===== src/rtl/seven_segment_reader.sv =====
// Recovers the nibble shown on each digit of a multiplexed active-high seven-segment bus.
// Define SEVSEG_READER_HEX_EN to also accept the A..F glyphs.
module seven_segment_reader #(
    parameter int unsigned NUM_DIGITS   = 4,
    parameter int unsigned STABLE_COUNT = 3,
    parameter int unsigned TIMEOUT      = 1000
) (
    input  logic                    clk,
    input  logic                    reset,
    input  logic [6:0]              seg,
    input  logic [NUM_DIGITS-1:0]   dig_sel,
    input  logic                    sample_en,
    output logic [4*NUM_DIGITS-1:0] digits,
    output logic [NUM_DIGITS-1:0]   digit_valid,
    output logic                    update,
    output logic                    err,
    output logic [1:0]              err_code,
    output logic                    stale
);
    localparam int unsigned TW     = $clog2(TIMEOUT + 1);
    localparam logic [3:0]  CntMax = 4'(STABLE_COUNT);
    localparam logic [TW-1:0] TLimit = TW'(TIMEOUT);

    // Returns {legal, blank, nibble}.
    function automatic logic [5:0] decode(input logic [6:0] s);
        logic [5:0] r;
        case (s)
            7'b0000000: r = 6'b11_0000;
            7'b1111110: r = 6'b10_0000;
            7'b0110000: r = 6'b10_0001;
            7'b1101101: r = 6'b10_0010;
            7'b1111001: r = 6'b10_0011;
            7'b0110011: r = 6'b10_0100;
            7'b1011011: r = 6'b10_0101;
            7'b1011111: r = 6'b10_0110;
            7'b1110000: r = 6'b10_0111;
            7'b1111111: r = 6'b10_1000;
            7'b1111011: r = 6'b10_1001;
`ifdef SEVSEG_READER_HEX_EN
            7'b1110111: r = 6'b10_1010;
            7'b0011111: r = 6'b10_1011;
            7'b1001110: r = 6'b10_1100;
            7'b0111101: r = 6'b10_1101;
            7'b1001111: r = 6'b10_1110;
            7'b1000111: r = 6'b10_1111;
`endif
            default:    r = 6'b00_0000;
        endcase
        return r;
    endfunction

    logic [NUM_DIGITS-1:0][4:0] cand_q, cand_d;
    logic [NUM_DIGITS-1:0][3:0] cnt_q, cnt_d;
    logic [4*NUM_DIGITS-1:0]    digits_q, digits_d;
    logic [NUM_DIGITS-1:0]      valid_q, valid_d;
    logic [TW-1:0]              tcnt_q, tcnt_d;
    logic                       stale_q, stale_d;
    logic                       update_q, update_d;
    logic                       err_q, err_d;
    logic [1:0]                 code_q, code_d;

    logic       dec_legal, dec_blank;
    logic [3:0] dec_nib;
    logic       sel_onehot;
    logic       match;

    assign {dec_legal, dec_blank, dec_nib} = decode(seg);
    assign sel_onehot = (dig_sel != '0) && ((dig_sel & (dig_sel - NUM_DIGITS'(1))) == '0);

    always_comb begin
        cand_d   = cand_q;
        cnt_d    = cnt_q;
        digits_d = digits_q;
        valid_d  = valid_q;
        tcnt_d   = tcnt_q;
        stale_d  = stale_q;
        err_d    = 1'b0;
        code_d   = 2'b00;
        match    = 1'b0;
        if (sample_en) begin
            tcnt_d  = '0;
            stale_d = 1'b0;
            if (!sel_onehot) begin
                err_d  = 1'b1;
                code_d = 2'b10;
            end else begin
                for (int k = 0; k < NUM_DIGITS; k++) begin
                    if (dig_sel[k]) begin
                        if (!dec_legal) begin
                            err_d    = 1'b1;
                            code_d   = 2'b01;
                            cnt_d[k] = '0;
                        end else begin
                            match = (cand_q[k] == {dec_blank, dec_nib}) && (cnt_q[k] != '0);
                            if (match) begin
                                if (cnt_q[k] != CntMax) cnt_d[k] = cnt_q[k] + 4'd1;
                            end else begin
                                cand_d[k] = {dec_blank, dec_nib};
                                cnt_d[k]  = 4'd1;
                            end
                            // Only the sample that brings the count up to CntMax commits.
                            if (cnt_d[k] == CntMax && !(match && cnt_q[k] == CntMax)) begin
                                digits_d[4*k +: 4] = dec_nib;
                                valid_d[k]         = ~dec_blank;
                            end
                        end
                    end
                end
            end
        end else if (tcnt_q != TLimit) begin
            tcnt_d = tcnt_q + TW'(1);
            if (tcnt_d == TLimit) begin
                stale_d = 1'b1;
                valid_d = '0;
                cnt_d   = '0;
                err_d   = 1'b1;
                code_d  = 2'b11;
            end
        end
        update_d = (digits_d != digits_q) || (valid_d != valid_q);
    end

    always_ff @(posedge clk) begin
        if (reset) begin
            cand_q   <= '0;
            cnt_q    <= '0;
            digits_q <= '0;
            valid_q  <= '0;
            tcnt_q   <= '0;
            stale_q  <= 1'b0;
            update_q <= 1'b0;
            err_q    <= 1'b0;
            code_q   <= 2'b00;
        end else begin
            cand_q   <= cand_d;
            cnt_q    <= cnt_d;
            digits_q <= digits_d;
            valid_q  <= valid_d;
            tcnt_q   <= tcnt_d;
            stale_q  <= stale_d;
            update_q <= update_d;
            err_q    <= err_d;
            code_q   <= code_d;
        end
    end

    assign digits      = digits_q;
    assign digit_valid = valid_q;
    assign update      = update_q;
    assign err         = err_q;
    assign err_code    = code_q;
    assign stale       = stale_q;

endmodule


===== config.mk =====
export PLATFORM = sky130hd
export DESIGN_NAME = seven_segment_reader
export DESIGN_NICKNAME = d
export VERILOG_FILES = /design/src/rtl/seven_segment_reader.sv
export SDC_FILE = /design/constraint.sdc
export NUM_CORES = 1
export LEC_CHECK = 0
export ABC_CLOCK_PERIOD_IN_PS = 4380
export BUFFER_PORTS_ARGS = -buffer_cell sky130_fd_sc_hd__clkbuf_2
export CAP_MARGIN = 20
export CORE_ASPECT_RATIO = 1.75
export CORE_MARGIN = 4
export CORE_UTILIZATION = 45
export DETAILED_ROUTE_END_ITERATION = 8
export PLACE_DENSITY_LB_ADDON = 0.05
export SYNTH_ARGS = -nofsm -noshare
export SYNTH_HDL_FRONTEND = slang
export SYNTH_SLANG_ARGS = --single-unit

===== constraint.sdc =====
create_clock -name clk -period 4.38 [get_ports clk]
set_input_delay 0.657 -clock clk [delete_from_list [all_inputs] [get_ports clk]]
set_output_delay 0.657 -clock clk [all_outputs]
set_load 0.05 [all_outputs]

### Word-level counts from Yosys, hierarchy flattened

Cells that the tools add are included.
Widths: inputs -> output; s select.

| cells by class | value |
|---|---|
| mux-type cells | 91 |
| reductions and logical operators | 37 |
| equality and inequality tests | 35 |
| bitwise operators | 6 |
| add/sub/neg operators | 6 |

Operators by type and width:

| operator | number |
|---|---|
| $mux 4 | 48 |
| $mux 16 | 6 |
| $pmux 6 s11 | 1 |
| $eq 7x7->1 const B | 8 |
| $eq 4x2->1 const B | 8 |
| $mux 1 | 26 |
| $eq 5x5->1 | 4 |
| $mux 2 | 10 |
| $reduce_and 5->1 | 4 |
| $reduce_bool 4->1 | 5 |
| $add 4x1->4 const B | 4 |
| $ne 16x16->1 | 1 |
| $ne 4x2->1 const B | 4 |
| $reduce_and 4->1 | 4 |
| $eq 7x6->1 const B | 2 |
| $logic_and 1x1->1 | 13 |
| $add 10x1->10 const B | 1 |
| $eq 10x10->1 const B | 1 |
| $ne 10x10->1 const B | 1 |
| $ne 2x2->1 const B | 4 |
| $logic_not 7->1 | 1 |
| $not 1->1 | 5 |
| $and 4x4->4 | 1 |
| $logic_not 1->1 | 4 |
| other kinds (8) | 9 |

| word-level totals | value |
|---|---|
| output and inout bits | 25 |
| input bits | 14 |
| register bits after elaboration | 71 |
| word-level logic and storage cells | 190 |

### Depth between registers and ports, before layout

| logic depth | value |
|---|---|
| word-level depth | 18 |
| gate-level depth with buffers | 12 |
| mapped depth without buffers | 9 |

### Worst setup path before layout

Ideal clock, no wire load.

| timing | value |
|---|---|
| path type | input -> register |
| start point | input seg[1] |
| end point | register update_q (netlist: update) |
| data required time | 4258 ps |
| setup slack | 1364 ps |
| arrival time | 2894 ps |
| cell stages on the path | 11 |
| path through | buf_6 -> nor4b_4 -> a22oi_4 -> and2_1 -> buf_6 -> xnor2_4 -> nor3_2 -> and3_4 -> buf_6 -> a221o_1 -> a311o_1 |

| between the ends | value |
|---|---|
| cells in the longest elaborated chain, start to end | 18 |
| elaborated cells on any way between the ends | 88 |
| those cells by class | 20 x eq/ne; 49 x mux; 1 x bitwise; 18 x reduce/logical |

RTL lines:

| element | RTL line | text |
|---|---|---|
| start: declaration | 10 | `input logic [6:0] seg,` |
| $eq 7x7->1, or another cell as far along | 27 | `case (s)` |
| $pmux 6 s11 * | 27 |  |
| $eq 5x5->1 | 94 | `match = (cand_q[k] == {dec_blank, dec_nib}) && (cnt_q[k] != '0);` |
| $logic_and 1x1->1 | 94 |  |
| $mux 4 | 95 | `if (match) begin` |
| $mux 4 | 89 | `if (!dec_legal) begin` |
| $mux 4 | 88 | `if (dig_sel[k]) begin` |
| $mux 4 | 83 | `if (!sel_onehot) begin` |
| (+2 left out) | n/a |  |
| $logic_and 1x1->1 | 102 | `if (cnt_d[k] == CntMax && !(match && cnt_q[k] == CntMax)) begin` |
| $mux 4 or $mux 1 (tied branches) | 102 |  |
| $mux 4 or $mux 1 (tied branches) | 89 |  |
| $mux 4 or $mux 1 (tied branches) | 88 |  |
| $mux 16 or $mux 4 (tied branches) | 83 |  |
| $mux 16 or $mux 4 (tied branches) | 80 | `if (sample_en) begin` |
| $ne 16x16->1 or $ne 4x4->1 (tied branches) | 120 | `update_d = (digits_d != digits_q) \|\| (valid_d != valid_q);` |
| $logic_or 1x1->1 * | 120 |  |
| end signal: assignment | 141 | `update_q <= update_d;` |
| end: declaration | 58 | `logic update_q, update_d;` |

Mark *: on every way between the ends. The rest lies on a longest branch, timed or not. The select of a mux whose other input is x is not followed.
A chain may end at the register's enable or synchronous reset.

### Worst setup path after layout

Same ends and word-level chain as after synthesis.

==> metrics.md <==
| Metric | Value |
|---|---|
| Outcome | completed |
| Total CTS buffers | 9 |
| Initial Utilization | 46.2% |
| RSZ-0062 raised after global routing | no |
| GRT Residual Overflow | 0 |
| Switching share of total power | 23.6% |
| Drt wl/cell | 18.1 um |
| EDFF count, synth | 0 |
| First-pass GRT wire length | 20300 um |
| DRT Wirelength | 12600 um |
| Yosys Warn Count | 0 |
| Power Density | 286 mW/mm^2 |
| Final Hold Fails | 0 |
| Syn Inst Count | 549 |
| Die area | 0.0115 mm^2 |
| Multiplexer share of the synthesized area | 3.64% |
| Drt drc | 0 |
| Worst-Margin Slew | 0.905 ns |
| Nets@finish | 596 |
| CP max stage delay | 0.75 ns |
| Largest net degree at the start of global routing | 34 |
| Clock-pin slew on the worst setup and hold paths | 0.05 ns |
| Clk_lat worst skew | 0.33 ns |
| Dominant synthesized flop cell | dfxtp_1 |
| WP buf/inv | 1 |
| Final setup viols | 0 |
| Crit path max-delay family | simple AND/OR/NAND/NOR gates |
| Slowest CP cell | nor4b_1 |
| Layout cells sized above 1 | 15.5% |
| Detailed Place HPWL | 9570 um |
| Max-slew headroom | 39.4% |
| Biggest area consumer among synthesized cells | dfxtp_1 |
| Period utilization | 78.5% |
| Startpoint types | primary input |
| Floorplan core area | 0.00953 mm^2 |
| Worst r2r src | cnt_q[8] |
| Post-Synth Simple-Gate Area | 28.8% |
| CTS Hold Bufs | 0 |
| Fin worst setup slack | 0.941 ns |
| Vias per cell | 5.78 |
| Clk pwr share | 46.8% |
| Antenna Diode Count | 0 |
| CTS Root Cell | clkbuf_16 |
| Initial antenna violation count | 0 |
| # port buffers | 38 |
| Post-synthesis register bit count | 71 |
| Adder-Cell Fraction of Synth Area | 2.84% |
| Asr flop ratio synth | 0% |
| Area delta synth->final | 10.7% |
| Largest family of logic cells by synthesized area | simple AND/OR/NAND/NOR gates |
| Synth cell types | 72 |
| DRC marker count from the first detailed-route iteration | 305 |
| Required @ worst endpoint | 4.65 ns |
| Post-DRT Antenna Nets | 0 |
| Setup TNS | 0 ns |
| Max Fclk | 291 MHz |
| CTS max path bufs | 2 |
| Crit path from | seg[1] |
| Hold WC Path Type | reg -> reg |
| Filler instances | 968 |
| Final Skew | 0.00860 ns |
| Pint | 1.07 mW |
| Max FO, Critical Path | 10 |
| Pleak | 1.79 nW |
| Net Count, Synth | 573 |
| Worst setup EP type | register |
| Row count | 47 |
| Compound-Gate Fraction of Synth Area | 21.4% |
| Number of detailed-route iterations in the first pass | 4 |
| Critical path, cell by cell | clkbuf_2, nor4b_4, a22oi_4, and2_1, xnor2_1, nor4b_1, a2111oi_0, a31oi_1, a311o_1 |
| Most frequent cells in the layout | nor2_1 (81), dfxtp_1 (71), a21oi_1 (49) |
| Synth top area cells | dfxtp_1 (32%), nor2_1 (6.9%), a21oi_1 (5.6%), mux2i_1 (3.6%), nand3_1 (3.6%) |
| Vias | 4026 |
| Avg Inst Size Synth | 8.02 um^2 |
| Sw power | 0.329 mW |
| Peak VDD IR | 218 uV |
| Sequential share of the synthesized area | 32.3% |
| Die Y | 139 um |
| # IOs | 39 |
| Part of the power in registers | 46.7% |
| Tot GR Track Use | 23.1% |
| Worst setup path class | in -> reg |
| Min-Delay Startpoint | stale |
| Max cap viols | 0 |
| CTS tree | done |
| Post-CTS Resized | 0 |
| Post-Synth XOR/XNOR Area | 5.40% |
| Commonest non-fill, non-tap cell in the layout | nor2_1 |
| Fin crit period | 3.44 ns |
| Combinational share of power | 6.4% |
| Cell Area, Synth | 0.00441 mm^2 |
| Vias in the first global route | 3833 |
| Setup WS pre-CTS | 0.670 ns |
| CTS H-tree lvls | 3 |
| Slew Limit Fails | 0 |
| Synth top area share | 32.3% |
| Worst Path Arrival | 3.71 ns |
| Postcts setup bufs | 0 |
| Die width | 82.8 um |
| Clk sinks | 71 |
| GPL Wtd Cong | 0.862 |
-- sequential cells by signal (all words and copies together) (netlist names) --
| name | flops |
|---|---|
| update | 1 |
| digits | 16 |
| err_code | 2 |
| digit_valid | 4 |
| stale | 1 |
| cand_q | 20 |
| cnt_q | 16 |
| err | 1 |
| tcnt_q | 10 |
-- cell families after synthesis --
logic type	count (synthesis)
simple gates	236
compound gates	139
flops	71
buf+inv	52
xor+xnor	25
mux	16
fa+ha+maj	10
-- stage by stage --
step	hold slack, ns	total power [mW]	instances	util [%]	area, um^2
floorplan	0.449	0.731	549	-	4410
global placement	0.443	0.754	683	48.4	4610
detailed placement	0.443	0.755	683	48.4	4610
CTS	0.451	1.41	697	51.2	4880
global route	0.475	1.45	697	51.2	4880
finish	0.452	1.39	697	51.2	4880
-- layout make-up --
type | instances | area [um^2] | area share, %
clock buffers | 10 | 239 | 4.90
clock inverters | 4 | 23.8 | 0.487
flip-flops and latches | 71 | 1420 | 29.1
repair buffers | 42 | 220 | 4.52
inverters | 22 | 82.6 | 1.69
multi-input cells | 426 | 2740 | 56.1
well taps | 122 | 153 | 3.13
-- path summary, 6_finish.rpt --
check	end	slack, ns	depth (start not counted)
worst min register to register	stale	0.45	2
worst max-delay path	update	0.94	9
worst max register to register	update	1.60	9
worst min-delay path	stale	0.45	2
-- worst min-delay path, delay by kind of cell (launching register included) --
family	cells	cell delay (ns)
DFF	1	0.30
buffers and inverters	1	0.04
AOI/OAI and AO/OA	1	0.05
-- synthesized netlist by cell type, types with 5 or more instances --
master    number
nor2_1        81
dfxtp_1       71
a21oi_1       49
nand3_1       32
nand2_1       23
o21ai_0       23
inv_1         22
clkbuf_1      17
mux2i_1       16
xnor2_1       16
nor3_1        15
a211oi_1      13
ha_1          10
or3_1          9
buf_2          8
o211ai_1       8
xor2_1         8
and2_1         7
nand2b_1       6
nor4b_1        6
nand4b_1       5
-- layer usage --
layer,global-route usage (%),wire [um],vias to the layer above,share of wire (%)
met2,40.0,6670,85,53
met1,26.9,5090,1892,40
met3,3.45,415,27,3.3
met4,10.4,451,0,3.6
met5,0,0,-,0
li1,-,-,2022,-
-- power groups by stage --
stage	Clock [mW]	Combinational, mW	Sequential [mW]
detailed placement	0	0.0893	0.665
CTS	0.671	0.0897	0.651
global route	0.700	0.0981	0.652
finish	0.653	0.0898	0.652
floorplan	0	0.0589	0.672
global placement	0	0.0887	0.665
No activity file was read; power rests on OpenSTA's default activity.
